`config.mk`:
```
export PLATFORM = sky130hd
export DESIGN_NAME = adder_share_arb_flat
export DESIGN_NICKNAME = d
export VERILOG_FILES = /design/src/rtl/adder_share_arb_if.sv /design/src/rtl/adder_share_arb.sv /design/src/flat_wrapper.sv
export SDC_FILE = /design/constraint.sdc
export NUM_CORES = 1
export LEC_CHECK = 0
export CAP_MARGIN = 10
export CORE_AREA = 2 2 123 125
export CTS_CLUSTER_SIZE = 28
export DETAILED_ROUTE_END_ITERATION = 10
export DIE_AREA = 0 0 125 127
export PLACE_DENSITY = 0.82
export SLEW_MARGIN = 15
export SYNTH_ARGS = -nofsm -noshare
export SYNTH_HDL_FRONTEND = slang
export SYNTH_SLANG_ARGS = --single-unit
```
`constraint.sdc`:
```
create_clock -name clk -period 12.5 [get_ports clk]
set_clock_uncertainty 0.1 [all_clocks]
set_input_delay 2.5 -clock clk [delete_from_list [all_inputs] [get_ports clk]]
set_output_delay 2.5 -clock clk [all_outputs]
set_load 0.01 [all_outputs]
```
`src/rtl/adder_share_arb_if.sv`:
```
// -----------------------------------------------------------------------------
// adder_share_arb_if
// Bundles the requester-side beat handshake and the result channel of the
// shared-adder arbiter.
//   master : requesters and result consumer (drive req_*, rsp_ready)
//   slave  : the arbiter (drives req_ready, rsp_*)
// Packing: requester i owns req_x/req_y bits [i*WIDTH +: WIDTH].
// -----------------------------------------------------------------------------
interface adder_share_arb_if #(
   parameter int NREQ  = 4,
   parameter int WIDTH = 32,
   parameter int IDW   = 3
);
   logic [NREQ-1:0]       req_valid;
   logic [NREQ-1:0]       req_ready;
   logic [NREQ*WIDTH-1:0] req_x;
   logic [NREQ*WIDTH-1:0] req_y;
   logic [NREQ-1:0]       req_cin;
   logic [NREQ-1:0]       req_more;
   logic                  rsp_valid;
   logic                  rsp_ready;
   logic [IDW-1:0]        rsp_id;
   logic [WIDTH:0]        rsp_sum;
   logic                  rsp_last;
   logic                  rsp_zero;

   modport master (
      output req_valid, req_x, req_y, req_cin, req_more, rsp_ready,
      input  req_ready, rsp_valid, rsp_id, rsp_sum, rsp_last, rsp_zero
   );

   modport slave (
      input  req_valid, req_x, req_y, req_cin, req_more, rsp_ready,
      output req_ready, rsp_valid, rsp_id, rsp_sum, rsp_last, rsp_zero
   );
endinterface

```
`src/rtl/adder_share_arb.sv`:
```
// -----------------------------------------------------------------------------
// adder_share_arb
// Shares one WIDTH-bit adder among NREQ requesters. Round-robin grant in IDLE;
// a multi-beat (carry-chained) addition locks the grant to its owner until the
// beat with req_more=0. Result is a one-deep registered stage carrying the
// sum (with carry-out), requester id, last-beat flag and chain-wide zero flag.
// Ports:
//   clk    : clock, rising edge
//   rst_n  : asynchronous active-low reset
//   bus    : adder_share_arb_if.slave (req_* beat handshake, rsp_* result)
// -----------------------------------------------------------------------------
module adder_share_arb #(
   parameter int NREQ  = 4,
   parameter int WIDTH = 32,
   parameter int IDW   = 3
) (
   input logic              clk,
   input logic              rst_n,
   adder_share_arb_if.slave bus
);

   typedef enum logic {IDLE = 1'b0, LOCKED = 1'b1} state_t;

   state_t          state_q;
   logic [IDW-1:0]  ptr_q;
   logic [IDW-1:0]  lock_id_q;
   logic            carry_q;

   logic            rsp_valid_q;
   logic [IDW-1:0]  rsp_id_q;
   logic [WIDTH:0]  rsp_sum_q;
   logic            rsp_last_q;
   logic            rsp_zero_q;

   logic [2*NREQ-1:0] valid_rot;
   logic [IDW-1:0]    rr_off;
   logic [IDW:0]      rr_wrap;
   logic [IDW-1:0]    rr_gnt;
   logic              rr_found;

   logic [IDW-1:0]  gnt;
   logic            has_gnt;
   logic [NREQ-1:0] gnt_oh;
   logic            slot_free;
   logic            accept;
   logic [WIDTH-1:0] op_x;
   logic [WIDTH-1:0] op_y;
   logic            cin;
   logic            more;
   logic [WIDTH:0]  sum;
   logic            zero;
   logic [IDW-1:0]  ptr_next;

   // Round-robin search: rotate req_valid so ptr lands on bit 0, then pick the
   // lowest set bit. The loop runs downward so the smallest offset wins.
   always_comb begin
      // NOTE: every variable gets a value before the loop so no latch is inferred.
      valid_rot = {bus.req_valid, bus.req_valid} >> ptr_q;
      rr_off    = '0;
      rr_found  = 1'b0;
      for (int k = NREQ - 1; k >= 0; k--) begin
         if (valid_rot[k]) begin
            rr_off   = IDW'(k);
            rr_found = 1'b1;
         end
      end
      rr_wrap = {1'b0, ptr_q} + {1'b0, rr_off};
      rr_gnt  = (rr_wrap >= (IDW+1)'(NREQ)) ? IDW'(rr_wrap - (IDW+1)'(NREQ))
                                            : IDW'(rr_wrap);
   end

   // While LOCKED the owner keeps the grant even if it idles between beats.
   assign gnt       = (state_q == LOCKED) ? lock_id_q : rr_gnt;
   assign has_gnt   = (state_q == LOCKED) || rr_found;
   assign gnt_oh    = has_gnt ? (NREQ'(1) << gnt) : '0;
   assign slot_free = !rsp_valid_q || bus.rsp_ready;

   assign bus.req_ready = (rst_n && slot_free) ? gnt_oh : '0;
   assign accept        = |(bus.req_valid & bus.req_ready);

   // Operand mux and the single shared adder.
   assign op_x = WIDTH'(bus.req_x >> (int'(gnt) * WIDTH));
   assign op_y = WIDTH'(bus.req_y >> (int'(gnt) * WIDTH));
   assign cin  = (state_q == LOCKED) ? carry_q : |(bus.req_cin & gnt_oh);
   assign more = |(bus.req_more & gnt_oh);
   assign sum  = {1'b0, op_x} + {1'b0, op_y} + (WIDTH+1)'(cin);

   // rsp_zero_q still holds the previous beat of this chain while LOCKED.
   assign zero     = (sum[WIDTH-1:0] == '0) && ((state_q == IDLE) || rsp_zero_q);
   assign ptr_next = (gnt == IDW'(NREQ - 1)) ? '0 : gnt + 1'b1;

   always_ff @(posedge clk or negedge rst_n) begin
      if (!rst_n) begin
         state_q     <= IDLE;
         ptr_q       <= '0;
         lock_id_q   <= '0;
         carry_q     <= 1'b0;
         rsp_valid_q <= 1'b0;
         rsp_id_q    <= '0;
         rsp_sum_q   <= '0;
         rsp_last_q  <= 1'b0;
         rsp_zero_q  <= 1'b0;
      end else if (accept) begin
         // NOTE: non-blocking assignments so every register samples pre-edge values.
         rsp_valid_q <= 1'b1;
         rsp_id_q    <= gnt;
         rsp_sum_q   <= sum;
         rsp_last_q  <= !more;
         rsp_zero_q  <= zero;
         carry_q     <= sum[WIDTH];
         if (more) begin
            state_q   <= LOCKED;
            lock_id_q <= gnt;
         end else begin
            state_q   <= IDLE;
            ptr_q     <= ptr_next;
         end
      end else if (bus.rsp_ready) begin
         rsp_valid_q <= 1'b0;
      end
   end

   assign bus.rsp_valid = rsp_valid_q;
   assign bus.rsp_id    = rsp_id_q;
   assign bus.rsp_sum   = rsp_sum_q;
   assign bus.rsp_last  = rsp_last_q;
   assign bus.rsp_zero  = rsp_zero_q;

endmodule

```
`src/flat_wrapper.sv`:
```
// flat-port wrapper written by rule: the top's interface ports become plain ports
module adder_share_arb_flat 
#(
   parameter int NREQ  = 4,
   parameter int WIDTH = 32,
   parameter int IDW   = 3
)
  (clk, rst_n, bus_req_valid, bus_req_x, bus_req_y, bus_req_cin, bus_req_more, bus_rsp_ready, bus_req_ready, bus_rsp_valid, bus_rsp_id, bus_rsp_sum, bus_rsp_last, bus_rsp_zero);
  adder_share_arb_if #(.NREQ(NREQ), .WIDTH(WIDTH), .IDW(IDW)) bus_i ();
  input logic clk;
  input logic rst_n;
  input wire logic [$bits(bus_i.req_valid)-1:0] bus_req_valid;
  input wire logic [$bits(bus_i.req_x)-1:0] bus_req_x;
  input wire logic [$bits(bus_i.req_y)-1:0] bus_req_y;
  input wire logic [$bits(bus_i.req_cin)-1:0] bus_req_cin;
  input wire logic [$bits(bus_i.req_more)-1:0] bus_req_more;
  input wire logic [$bits(bus_i.rsp_ready)-1:0] bus_rsp_ready;
  output wire logic [$bits(bus_i.req_ready)-1:0] bus_req_ready;
  output wire logic [$bits(bus_i.rsp_valid)-1:0] bus_rsp_valid;
  output wire logic [$bits(bus_i.rsp_id)-1:0] bus_rsp_id;
  output wire logic [$bits(bus_i.rsp_sum)-1:0] bus_rsp_sum;
  output wire logic [$bits(bus_i.rsp_last)-1:0] bus_rsp_last;
  output wire logic [$bits(bus_i.rsp_zero)-1:0] bus_rsp_zero;
  assign bus_i.req_valid = bus_req_valid;
  assign bus_i.req_x = bus_req_x;
  assign bus_i.req_y = bus_req_y;
  assign bus_i.req_cin = bus_req_cin;
  assign bus_i.req_more = bus_req_more;
  assign bus_i.rsp_ready = bus_rsp_ready;
  assign bus_req_ready = bus_i.req_ready;
  assign bus_rsp_valid = bus_i.rsp_valid;
  assign bus_rsp_id = bus_i.rsp_id;
  assign bus_rsp_sum = bus_i.rsp_sum;
  assign bus_rsp_last = bus_i.rsp_last;
  assign bus_rsp_zero = bus_i.rsp_zero;
  adder_share_arb #(.NREQ(NREQ), .WIDTH(WIDTH), .IDW(IDW)) u_core (.clk(clk), .rst_n(rst_n), .bus(bus_i));
endmodule
```
# Word level (Yosys, flattened, before mapping)

Index checks and enable logic that the tools add are counted.

Add/subtract/negate cells: 5
Order comparisons: 1
Eq/ne operators: 1
Shift operators: 4
Multiplexer cells: 17
Bitwise logic cells: 5
Reduce and logical (&&, ||, !) cells: 14

Operators with widths:

| kind                | number |
|---|---|
| $shr 128x8->32      | 2 |
| $add 32x32->33      | 1 |
| $add 33x1->33       | 1 |
| $logic_not 32->1    | 1 |
| $mux 3              | 6 |
| $and 4x4->4         | 3 |
| $reduce_or 4->1     | 3 |
| $mux 1              | 8 |
| $mux 4              | 2 |
| $shr 8x3->4         | 1 |
| $add 3x3->4         | 1 |
| $ge 4x3->1 const B  | 1 |
| $reduce_and 2->1    | 2 |
| $shl 1x3->4 const A | 1 |
| $add 3x1->3 const B | 1 |
| $eq 3x2->1 const B  | 1 |
| $logic_or 1x1->1    | 3 |
| $sub 3x3->3 const B | 1 |
| $logic_and 1x1->1   | 2 |
| $logic_not 1->1     | 2 |
| $mux 2              | 1 |
| $not 1->1           | 2 |
| $reduce_bool 2->1   | 1 |

Register bits: 47
Input bits: 271
Output and inout port bits: 43
Word-level logic and storage cells: 56

# Logic depth before layout (Yosys ltp)

Depth after elaboration: 17
Mapped depth: 27
Gate-level depth less buffers: 26

# Least setup slack after synthesis

No wires, ideal clock.

Path kind: input -> register
Start: input bus_req_valid[2]
End: register u_core.rsp_zero_q, in the netlist u_core.bus.rsp_zero
Library setup time: 0.076 ns
Arrival time: 7.503 ns
Slack: 4.821 ns
Stages: 26
Buffers on the path: 1
Path through: o21ai_0 -> o21ai_0 -> nand2b_1 -> a21oi_1 -> o21ai_0 -> o21ai_0 -> ha_1 -> fa_1 -> mux2_2 -> clkbuf_1 -> inv_1 -> ha_1 -> a22o_1 -> o21ai_0 -> o22ai_1 -> fa_1 -> fa_1 -> a21o_2 -> a311oi_2 -> or4_1 -> a21bo_1 -> a21oi_1 -> or3_1 -> a211oi_2 -> nand4_1 -> o21ai_1

Word-level cells in the longest chain between the ends: 17
Elaborated cells on any way between the ends: 29
Those cells by class: add/sub: 4; order compare: 1; shift: 4; mux: 13; bitwise: 2; reduce/logical: 5

Ends and longest elaborated chain:

| element                                                                | RTL line               | source |
|---|---|---|
| start, declared                                                        | flat_wrapper.sv:12     | `input wire logic [$bits(bus_i.req_valid)-1:0] bus_req_valid;` |
| $shr 8x3->4 *                                                          | adder_share_arb.sv:58  | `valid_rot = {bus.req_valid, bus.req_valid} >> ptr_q;` |
| $mux 2                                                                 | adder_share_arb.sv:62  | `if (valid_rot[k]) begin` |
| $mux 3 (2 in a row)                                                    | adder_share_arb.sv:62  |  |
| $mux 3 *                                                               | adder_share_arb.sv:62  |  |
| $add 3x3->4 *                                                          | adder_share_arb.sv:67  | `rr_wrap = {1'b0, ptr_q} + {1'b0, rr_off};` |
| $ge 4x3->1 / $sub 3x3->3 (equally long branches)                       | adder_share_arb.sv:68  | `rr_gnt = (rr_wrap >= (IDW+1)'(NREQ)) ? IDW'(rr_wrap - (IDW+1)'(NREQ))` |
| $mux 3 *                                                               | adder_share_arb.sv:68  |  |
| $mux 3 *                                                               | adder_share_arb.sv:73  | `assign gnt = (state_q == LOCKED) ? lock_id_q : rr_gnt;` |
| via u_core.gnt[1]                                                      | adder_share_arb.sv:41  | `logic [IDW-1:0] gnt;` |
| parallel branches: the longest is 8 deep, another holds $add 32x32->33 | -                      |  |
| end signal, assigned                                                   | adder_share_arb.sv:109 | `rsp_zero_q <= zero;` |
| end, declared                                                          | adder_share_arb.sv:33  | `logic rsp_zero_q;` |

Mark *: on every way through the listed nets, which the timed path passes.
A chain may end at the register's enable or synchronous reset.

# Final worst setup path

Start: input bus_req_valid[0]
End: output bus_req_ready[0]

Word-level cells in the longest chain between the ends: 12
Elaborated cells on any way between the ends: 18
Those cells by class: add/sub: 2; order compare: 1; shift: 2; mux: 12; reduce/logical: 1

Ends and longest elaborated chain:

| element                                          | RTL line              | source |
|---|---|---|
| $shr 8x3->4 *                                    | adder_share_arb.sv:58 |  |
| $mux 2                                           | adder_share_arb.sv:62 |  |
| $mux 3 (2 in a row)                              | adder_share_arb.sv:62 |  |
| $mux 3 *                                         | adder_share_arb.sv:62 |  |
| $add 3x3->4 *                                    | adder_share_arb.sv:67 |  |
| $ge 4x3->1 / $sub 3x3->3 (equally long branches) | adder_share_arb.sv:68 |  |
| $mux 3 *                                         | adder_share_arb.sv:68 |  |
| $mux 3 *                                         | adder_share_arb.sv:73 |  |
| via u_core.gnt[0]                                | adder_share_arb.sv:41 |  |
| $shl 1x3->4 *                                    | adder_share_arb.sv:75 | `assign gnt_oh = has_gnt ? (NREQ'(1) << gnt) : '0;` |
| $mux 4 *                                         | adder_share_arb.sv:75 |  |
| $mux 4 *                                         | adder_share_arb.sv:78 | `assign bus.req_ready = (rst_n && slot_free) ? gnt_oh : '0;` |
| end, declared                                    | flat_wrapper.sv:18    | `output wire logic [$bits(bus_i.req_ready)-1:0] bus_req_ready;` |

Mark *: on every way through the listed nets, which the timed path passes. The rest lies on a longest branch.

==> reports/results.ini <==
[run_status]
status = finished clean

[clock_tree]
htreeDepth = 2
cts_hold_repair.buffers = 0
cts-resized-gates = 0
cts.sinks = 46
clock_latency_ns = 0.28
numCtsBuffers = 5
tritoncts = built
cts_setup_buffers = 0
cts_buffer_depth = 2
clkTransAtPathRegs_ns = 0.06
cts_root_buffer = clkbuf_16

[setup_path]
critPathCaptureType = output pin
critPathArrivalTime_ns = 6.60
crit_fanout = 37
cp-start-kind = primary input
rr_worst_depth = 26
path_class = in2out
worst_ep_required_time_ns = 9.90

[finish]
n_antenna_cell = 0
nets = 1202
drive_above_1_share = 0.132
multiInputGateArea_um2 = 4570
fill_cells = 1232
post-route-util = 0.647
seq_area_um2 = 1150
stdcell_count = 1076
area.growth.synth_to_final_pct = 57.1

[global_route]
track_usage = 0.244
grt_pass1_wl_um = 31900
grt_overflow = 0
antenna_found_initial = 0
grt_max_degree = 68
grt_pass1_vias = 6244

[timing]
drv_slew = 0
rsz0062_at_grt = false
finalHoldViolCount = 0
setup_ws_ns = 3.30
finalCritPeriodShare = 0.736
tightest_slew_ns = 0.943
max_slew_margin = 0.371
min_period_ns = 9.20
setup_viol = 0
fin_tns_setup_ns = 0
clock.fmax_ghz = 0.109

[min_path]
hold_class = reg2reg
hold_depth = 2

[floorplan]
core_um2 = 14400
fp.dieW_um = 125
initial_utilization = 0.412
io_pins = 314
die_area_um2 = 15900
rows = 44
die_y_um = 127

[detailed_routing]
wl_met3_um = 953
routedWlPerCell_um = 18.3
wl_met2_um = 10300
drcViolationCount = 0
wl_met1_um = 8210
drt-initial-drc-count = 428
antenna_left = 0
via_count = 6039
wirelength_um = 19700
routed_via_density = 5.61
dr.max_layer_used = met4
firstDrtPassIters = 5

[synthesis]
synth_area_um2 = 5940
yosysSeqAreaShare = 0.194
ys_seq_elements = 46
avgSynthCellArea_um2 = 9.79
ys_async_sr_fraction = 1.00
syn_inst = 606
synth_top_flop_cell = dfrtp_1
yosys.area.top_type_share = 0.243
synth_area_leaders = mux4_2, dfrtp_1, ha_1
synth_top_area_cell = mux4_2
synth_edf_count = 0
synth_cell_types = 76
syn_nets = 917
yosys_warnings = 0

[placed_design]
placedCellCount = 1068
io_buffers = 313
place_congestion = 0.943
pre_cts_ws_ns = 3.22
dp_hpwl_um = 16800

[run]
max_cap_viol_count = 0

==> cell usage in the layout, fill, tap and decap left out, types with 3 or more instances in the layout <==
master,instances
a31oi_1,7
o21bai_1,3
a22oi_1,3
o211ai_1,5
xor2_1,9
a21boi_0,4
a31o_2,4
a21oi_1,31
xnor2_1,15
nor2b_1,71
mux4_2,64
o21ai_0,38
mux2_2,14
nand3_1,12
clkbuf_16,5
and2_1,8
clkdlybuf4s50_1,312
fa_1,3
a21o_1,5
and3_1,6
inv_1,11
ha_1,37
nand2_1,62
a211oi_1,4
o31ai_1,3
o22ai_1,3
dfrtp_1,46
a311oi_2,3
a41oi_1,3
nor3_1,4
a22o_1,3
nor2_1,18
nand4_1,6
o21ai_1,5
buf_4,4
nand2b_1,4
==> final timing paths <==
kind,startpoint,to,slack [ns]
setup / recovery,bus_req_valid[0],bus_req_ready[0],3.30
hold / removal,u_core.bus.rsp_sum[10],u_core.bus.rsp_sum[10],0.38
setup reg to reg,u_core.ptr_q[0],u_core.bus.rsp_zero,5.85
hold reg to reg,u_core.bus.rsp_sum[10],u_core.bus.rsp_sum[10],0.38
max in group asynchronous,rst_n,u_core.bus.rsp_id[1],9.69
min in group asynchronous,rst_n,u_core.bus.rsp_sum[0],2.20
==> flip-flops by register name (all words and copies together) (netlist names) <==
name	count
u_core.bus.rsp_id	3
u_core.bus.rsp_last	1
u_core.bus.rsp_zero	1
u_core.lock_id_q	3
u_core.bus.rsp_valid	1
u_core.bus.rsp_sum	33
u_core.ptr_q	3
u_core.state_q	1
==> synth_stat cells, types with 5 or more instances <==
cell type  instances
a21o_1             5
a21oi_1           31
a31oi_1            7
and2_1             8
and3_1             6
buf_2             13
clkbuf_1          18
dfrtp_1           46
ha_1              37
inv_1             11
mux2_2            15
mux4_2            64
nand2_1           62
nand3_1           12
nand4_1            6
nor2_1            18
nor2b_1           71
o211ai_1           5
o21ai_0           38
o21ai_1            5
xnor2_1           15
xor2_1             9
==> stage by stage <==
step	hold slack, ns	instance area (um^2)
6_report	0.379	9330
4_1_cts	0.388	9330
5_1_grt	0.407	9330
3_3_place_gp	0.362	9160
3_5_place_dp	0.373	9160
2_1_floorplan	0.344	5940
==> layer usage <==
| layer | up-vias | global-route usage |
|---|---|---|
| li1 | 2890 | - |
| met1 | 2921 | 0.321 |
| met2 | 211 | 0.439 |
| met3 | 17 | 0.0369 |
| met4 | 0 | 0.0359 |
| met5 | - | 0 |
==> critical path, stage by stage <==
cell and delay, ns:
clkdlybuf4s50_1 0.51, nor2_1 0.23, nand2_1 0.07, o21ai_0 0.08, nand2b_1 0.10, a31oi_1 0.16, a21oi_1 0.06, o21ai_0 0.19
ha_1 0.26, mux2_2 0.31, inv_4 0.43, buf_4 0.64, ha_1 0.36, and2_1 0.15, clkdlybuf4s50_1 0.53
==> cell type report <==
type / instances / share of cell area
timing repair buffer: 317 / 0.339
clock buffer: 6 / 0.0138
clock inverter: 2 / 0.00402
sequential: 46 / 0.123
multi-input combinational: 509 / 0.490
tap: 184 / 0.0247
inverter: 12 / 0.00510
==> logic make-up after synthesis <==
family / synth area share
simple gates: 0.197
compound gates: 0.174
mux: 0.273
buf+inv: 0.0386
flops: 0.194
fa+ha+maj: 0.0881
xor+xnor: 0.0354
Power is not shown: default switching activity piles up to over one toggle a cycle in this logic, so the estimate is an artifact.
==> variant 1 (same settings) <==
`NREQ` is set to 4 in 3 places; all go to 8.
--- a/src/rtl/adder_share_arb_if.sv
+++ b/src/rtl/adder_share_arb_if.sv
@@ -8,5 +8,5 @@
 // -----------------------------------------------------------------------------
 interface adder_share_arb_if #(
-   parameter int NREQ  = 4,
+   parameter int NREQ  = 8,
    parameter int WIDTH = 32,
    parameter int IDW   = 3
--- a/src/rtl/adder_share_arb.sv
+++ b/src/rtl/adder_share_arb.sv
@@ -11,5 +11,5 @@
 // -----------------------------------------------------------------------------
 module adder_share_arb #(
-   parameter int NREQ  = 4,
+   parameter int NREQ  = 8,
    parameter int WIDTH = 32,
    parameter int IDW   = 3
--- a/src/flat_wrapper.sv
+++ b/src/flat_wrapper.sv
@@ -2,5 +2,5 @@
 module adder_share_arb_flat 
 #(
-   parameter int NREQ  = 4,
+   parameter int NREQ  = 8,
    parameter int WIDTH = 32,
    parameter int IDW   = 3
Interface: changed (6 resized); port bits go from 314 to 586. The function was not compared with the original's and may differ.
==> variant 1 against the unedited design <==
The run now fails in I/O pin placement; area after synthesis is 40% higher.
==> variant 1: results (changes against the unedited design) <==
| Metric | Value |
|---|---|
| Die width | `125 um (unchanged)` |
| Library cells used by synthesis | `77 (+1.3%)` |
| Ys flop type | `dfrtp_1` |
| Status | `stopped before the end` |
| Syn Nets | `1331 (+45%)` |
| Register bit total from synthesis | `46 (unchanged)` |
| Exit stage | `I/O pin placement` |
| Top post-synthesis cells by area | `mux4_2, dfrtp_1, mux2_2` |
| FFs w/ async S/R, synth | `100.0% (unchanged)` |
| Yosys warns | `0 (unchanged)` |
| First Error | `[ERROR PPL-0024] Number of IO pins (586) exceeds maximum number of available positions (448). Increase the die perimeter from 504.00um to 796.96um.` |
| Register area share after synthesis | `13.83% (-5.6 points)` |
| Syn Inst Count | `752 (+24%)` |
| Most frequent cells after synthesis | `mux4_2, mux2_2, dfrtp_1` |
==> variant 1: changes by cell type after synthesis, sizes merged, moves of 6 or more <==
cell,before,now
inv,11,17
mux2i,1,9
mux2,15,88
nand4,7,13
clkbuf,20,37
nand2,62,46
nor2b,71,7
nor2,19,26
mux4,64,132
a21oi,32,42
nor3,4,15
==> variant 1: logic make-up after synthesis <==
kind of cell	count (synthesis)	share of synthesized area, %
adder cells (fa/ha/maj)	40	6.282
AO/OA/AOI/OAI	169	14.11
multiplexers	229	48.69
AND/OR/NAND/NOR	166	10.32
flip-flops	46	13.83
XOR/XNOR	28	2.946
buffers and inverters	74	3.817
==> variant 2 (config.mk and constraints unchanged) <==
Without the edit above. Make the reset (`rst_n`) synchronous in one clocked block. Comments in the files are not updated.
--- a/src/rtl/adder_share_arb.sv
+++ b/src/rtl/adder_share_arb.sv
@@ -90,5 +90,5 @@
    assign ptr_next = (gnt == IDW'(NREQ - 1)) ? '0 : gnt + 1'b1;
 
-   always_ff @(posedge clk or negedge rst_n) begin
+   always_ff @(posedge clk) begin
       if (!rst_n) begin
          state_q     <= IDLE;
Check against the original RTL: differs if rst_n is asserted again (counterexample within 4 cycles, from zero or initial values and one cycle with rst_n low); with rst_n held inactive, the same outputs for 4 cycles.
==> variant 2 against the unedited design <==
Setup slack worse by 0.57 ns; design area is 2.2% higher; routed wire length is 0.44% higher; sequential cell count stayed put; critical path depth is 13 higher; area after synthesis is 3.3% higher; critical endpoint is now u_core.bus.rsp_zero; critical path type is now input port to register; largest cell class unchanged.
Power is left out: the tool's default activity adds up to more than one toggle a clock period on the data nets, which glitch-free logic cannot reach.
==> variant 2: results (changes against the unedited design) <==
| Metric | Value |
|---|---|
| Avg WL per Cell | `16.94 um (-7.5%)` |
| CTS Root Cell | `clkbuf_16` |
| Diodes inserted | `0 (unchanged)` |
| Ratio of cells with drive above 1 in the final layout | `9.248% (-4.0 points)` |
| Resize count post-CTS | `0 (unchanged)` |
| CP Max Fanout | `36 (-2.7%)` |
| Antenna violations before repair | `0 (unchanged)` |
| Final nets | `1294 (+7.7%)` |
| Router iterations before antenna repair | `5 (unchanged)` |
| Yosys warns | `0 (unchanged)` |
| FFs w/ async S/R, synth | `0% (-100 points)` |
| Vias per cell | `5.676 (+1.1%)` |
| Worst Hold Class | `register to register` |
| First-pass GRT wire length | `31860 um (unchanged)` |
| Top post-synthesis cells by area | `mux4_2, dfxtp_1, nor2b_1` |
| Vias in the first global route | `6579 (+5.4%)` |
| Reg clk slew, reported paths | `0.07 ns` |
| Ys flop type | `dfxtp_1` |
| Tightest Pin Transition | `0.6792 ns (-0.2638 ns)` |
| DP Worst Slack | `2.534 ns (-0.6880 ns)` |
| Most frequent cells after synthesis | `nand2_1, nor2b_1, mux4_2` |
| Setup Buffers After CTS | `0 (unchanged)` |
| Syn Nets | `1017 (+11%)` |
| Clock insertion delay at the later pin of the skew report | `0.28 ns (about the same)` |
| Library cells used by synthesis | `70 (-7.9%)` |
| RePlAce Congestion | `0.9516 (+0.97%)` |
| Slew Limit Fails | `0 (unchanged)` |
| H-tree levels | `2 (unchanged)` |
| Number of DRC markers in iteration 0 | `424 (-0.93%)` |
| TritonCTS Buffers | `5 (unchanged)` |
| CP Data Arrival Time | `9.88 ns (+3.28 ns)` |
| CTS max path bufs | `2 (unchanged)` |
| IO buf count | `313 (unchanged)` |
| Register area share after synthesis | `15.02% (-4.4 points)` |
| Post-DP HPWL | `16660 um (-0.57%)` |
| Status | `completed` |
| Total global-route track usage | `23.97% (-0.48 points)` |
| Largest net degree at the start of global routing | `66 (-2.9%)` |
| Largest register FFs | `33 (unchanged)` |
## variant 2: changes by cell type after synthesis, sizes merged, moves of 8 or more
cell	delta
a21boi	+8
a21oi	+15
and2	+19
buf	-8
clkbuf	+18
dfrtp	-46
dfxtp	+46
mux2	-14
nand2	+17
nor2	+15
nor3	+8
o211a	+8
o21a	+8
xnor2	-10
## variant 2: final timing paths
| check | from | endpoint | slack (ns) | depth (start not counted) |
|---|---|---|---|---|
| worst min register to register | u_core.bus.rsp_sum[27] | u_core.bus.rsp_sum[27] | 0.36 | 2 |
| worst max register to register | u_core.ptr_q[0] | u_core.bus.rsp_zero | 5.00 | 27 |
| worst max-delay path | bus_req_valid[0] | u_core.bus.rsp_zero | 2.73 | 28 |
| worst min-delay path | u_core.bus.rsp_sum[27] | u_core.bus.rsp_sum[27] | 0.36 | 2 |
## variant 2: kinds of logic after synthesis
kind of cell	after synthesis	share of synthesized area, %
adders and majority gates	40	8.529
xor gates and xnor gates	16	2.285
and+or+nand+nor	283	24.20
DFF	46	15.02
AOI/OAI and AO/OA	188	21.18
buffers and inverters	61	3.958
muxes	72	24.83
## variant 2: through the flow
step	cells	hold slack (ns)	area, um^2
6_report	1168	0.3647	9528
3_3_place_gp	1160	0.3415	9359
5_1_grt	1168	0.3927	9528
2_1_floorplan	706	0.3666	6132
3_5_place_dp	1160	0.3582	9359
4_1_cts	1168	0.3673	9528
## variant 2: area by class of cell
| cell class | count | area, um^2 |
|---|---|---|
| clock buffer | 5 | 125.1 |
| clock inverter | 3 | 43.79 |
| fill | 1214 | 4896 |
| inverter | 12 | 47.55 |
| multi-input combinational | 599 | 4982 |
| sequential | 46 | 920.9 |
| tap | 184 | 230.2 |
| timing repair buffer | 319 | 3178 |
## variant 2: worst max-delay path, cell delays in order
cell	delay [ns]
clkdlybuf4s50_1	0.56
nor2_1	0.10
nand2_1	0.11
a21oi_1	0.07
a21o_1	0.19
a21oi_1	0.14
nor3b_1	0.07
or3_1	0.37
ha_1	0.22
fa_1	0.44
mux2i_1	0.30
inv_2	0.36
buf_4	0.39
ha_1	0.32
a221oi_1	0.32
o31ai_1	0.15
fa_1	0.43
fa_1	0.41
a21o_1	0.23
a311oi_2	0.36
o21bai_1	0.21
o31a_1	0.33
xor2_1	0.17
a2111oi_0	0.42
nand4_1	0.14
nor4_1	0.34
nand4_1	0.13
o21ai_1	0.09
## variant 2: routing by layer
layer	global-route usage (%)	wire length, um
met5	0	0
met1	30.18	8068
met2	44.53	10320
met4	3.791	242
met3	3.392	1150
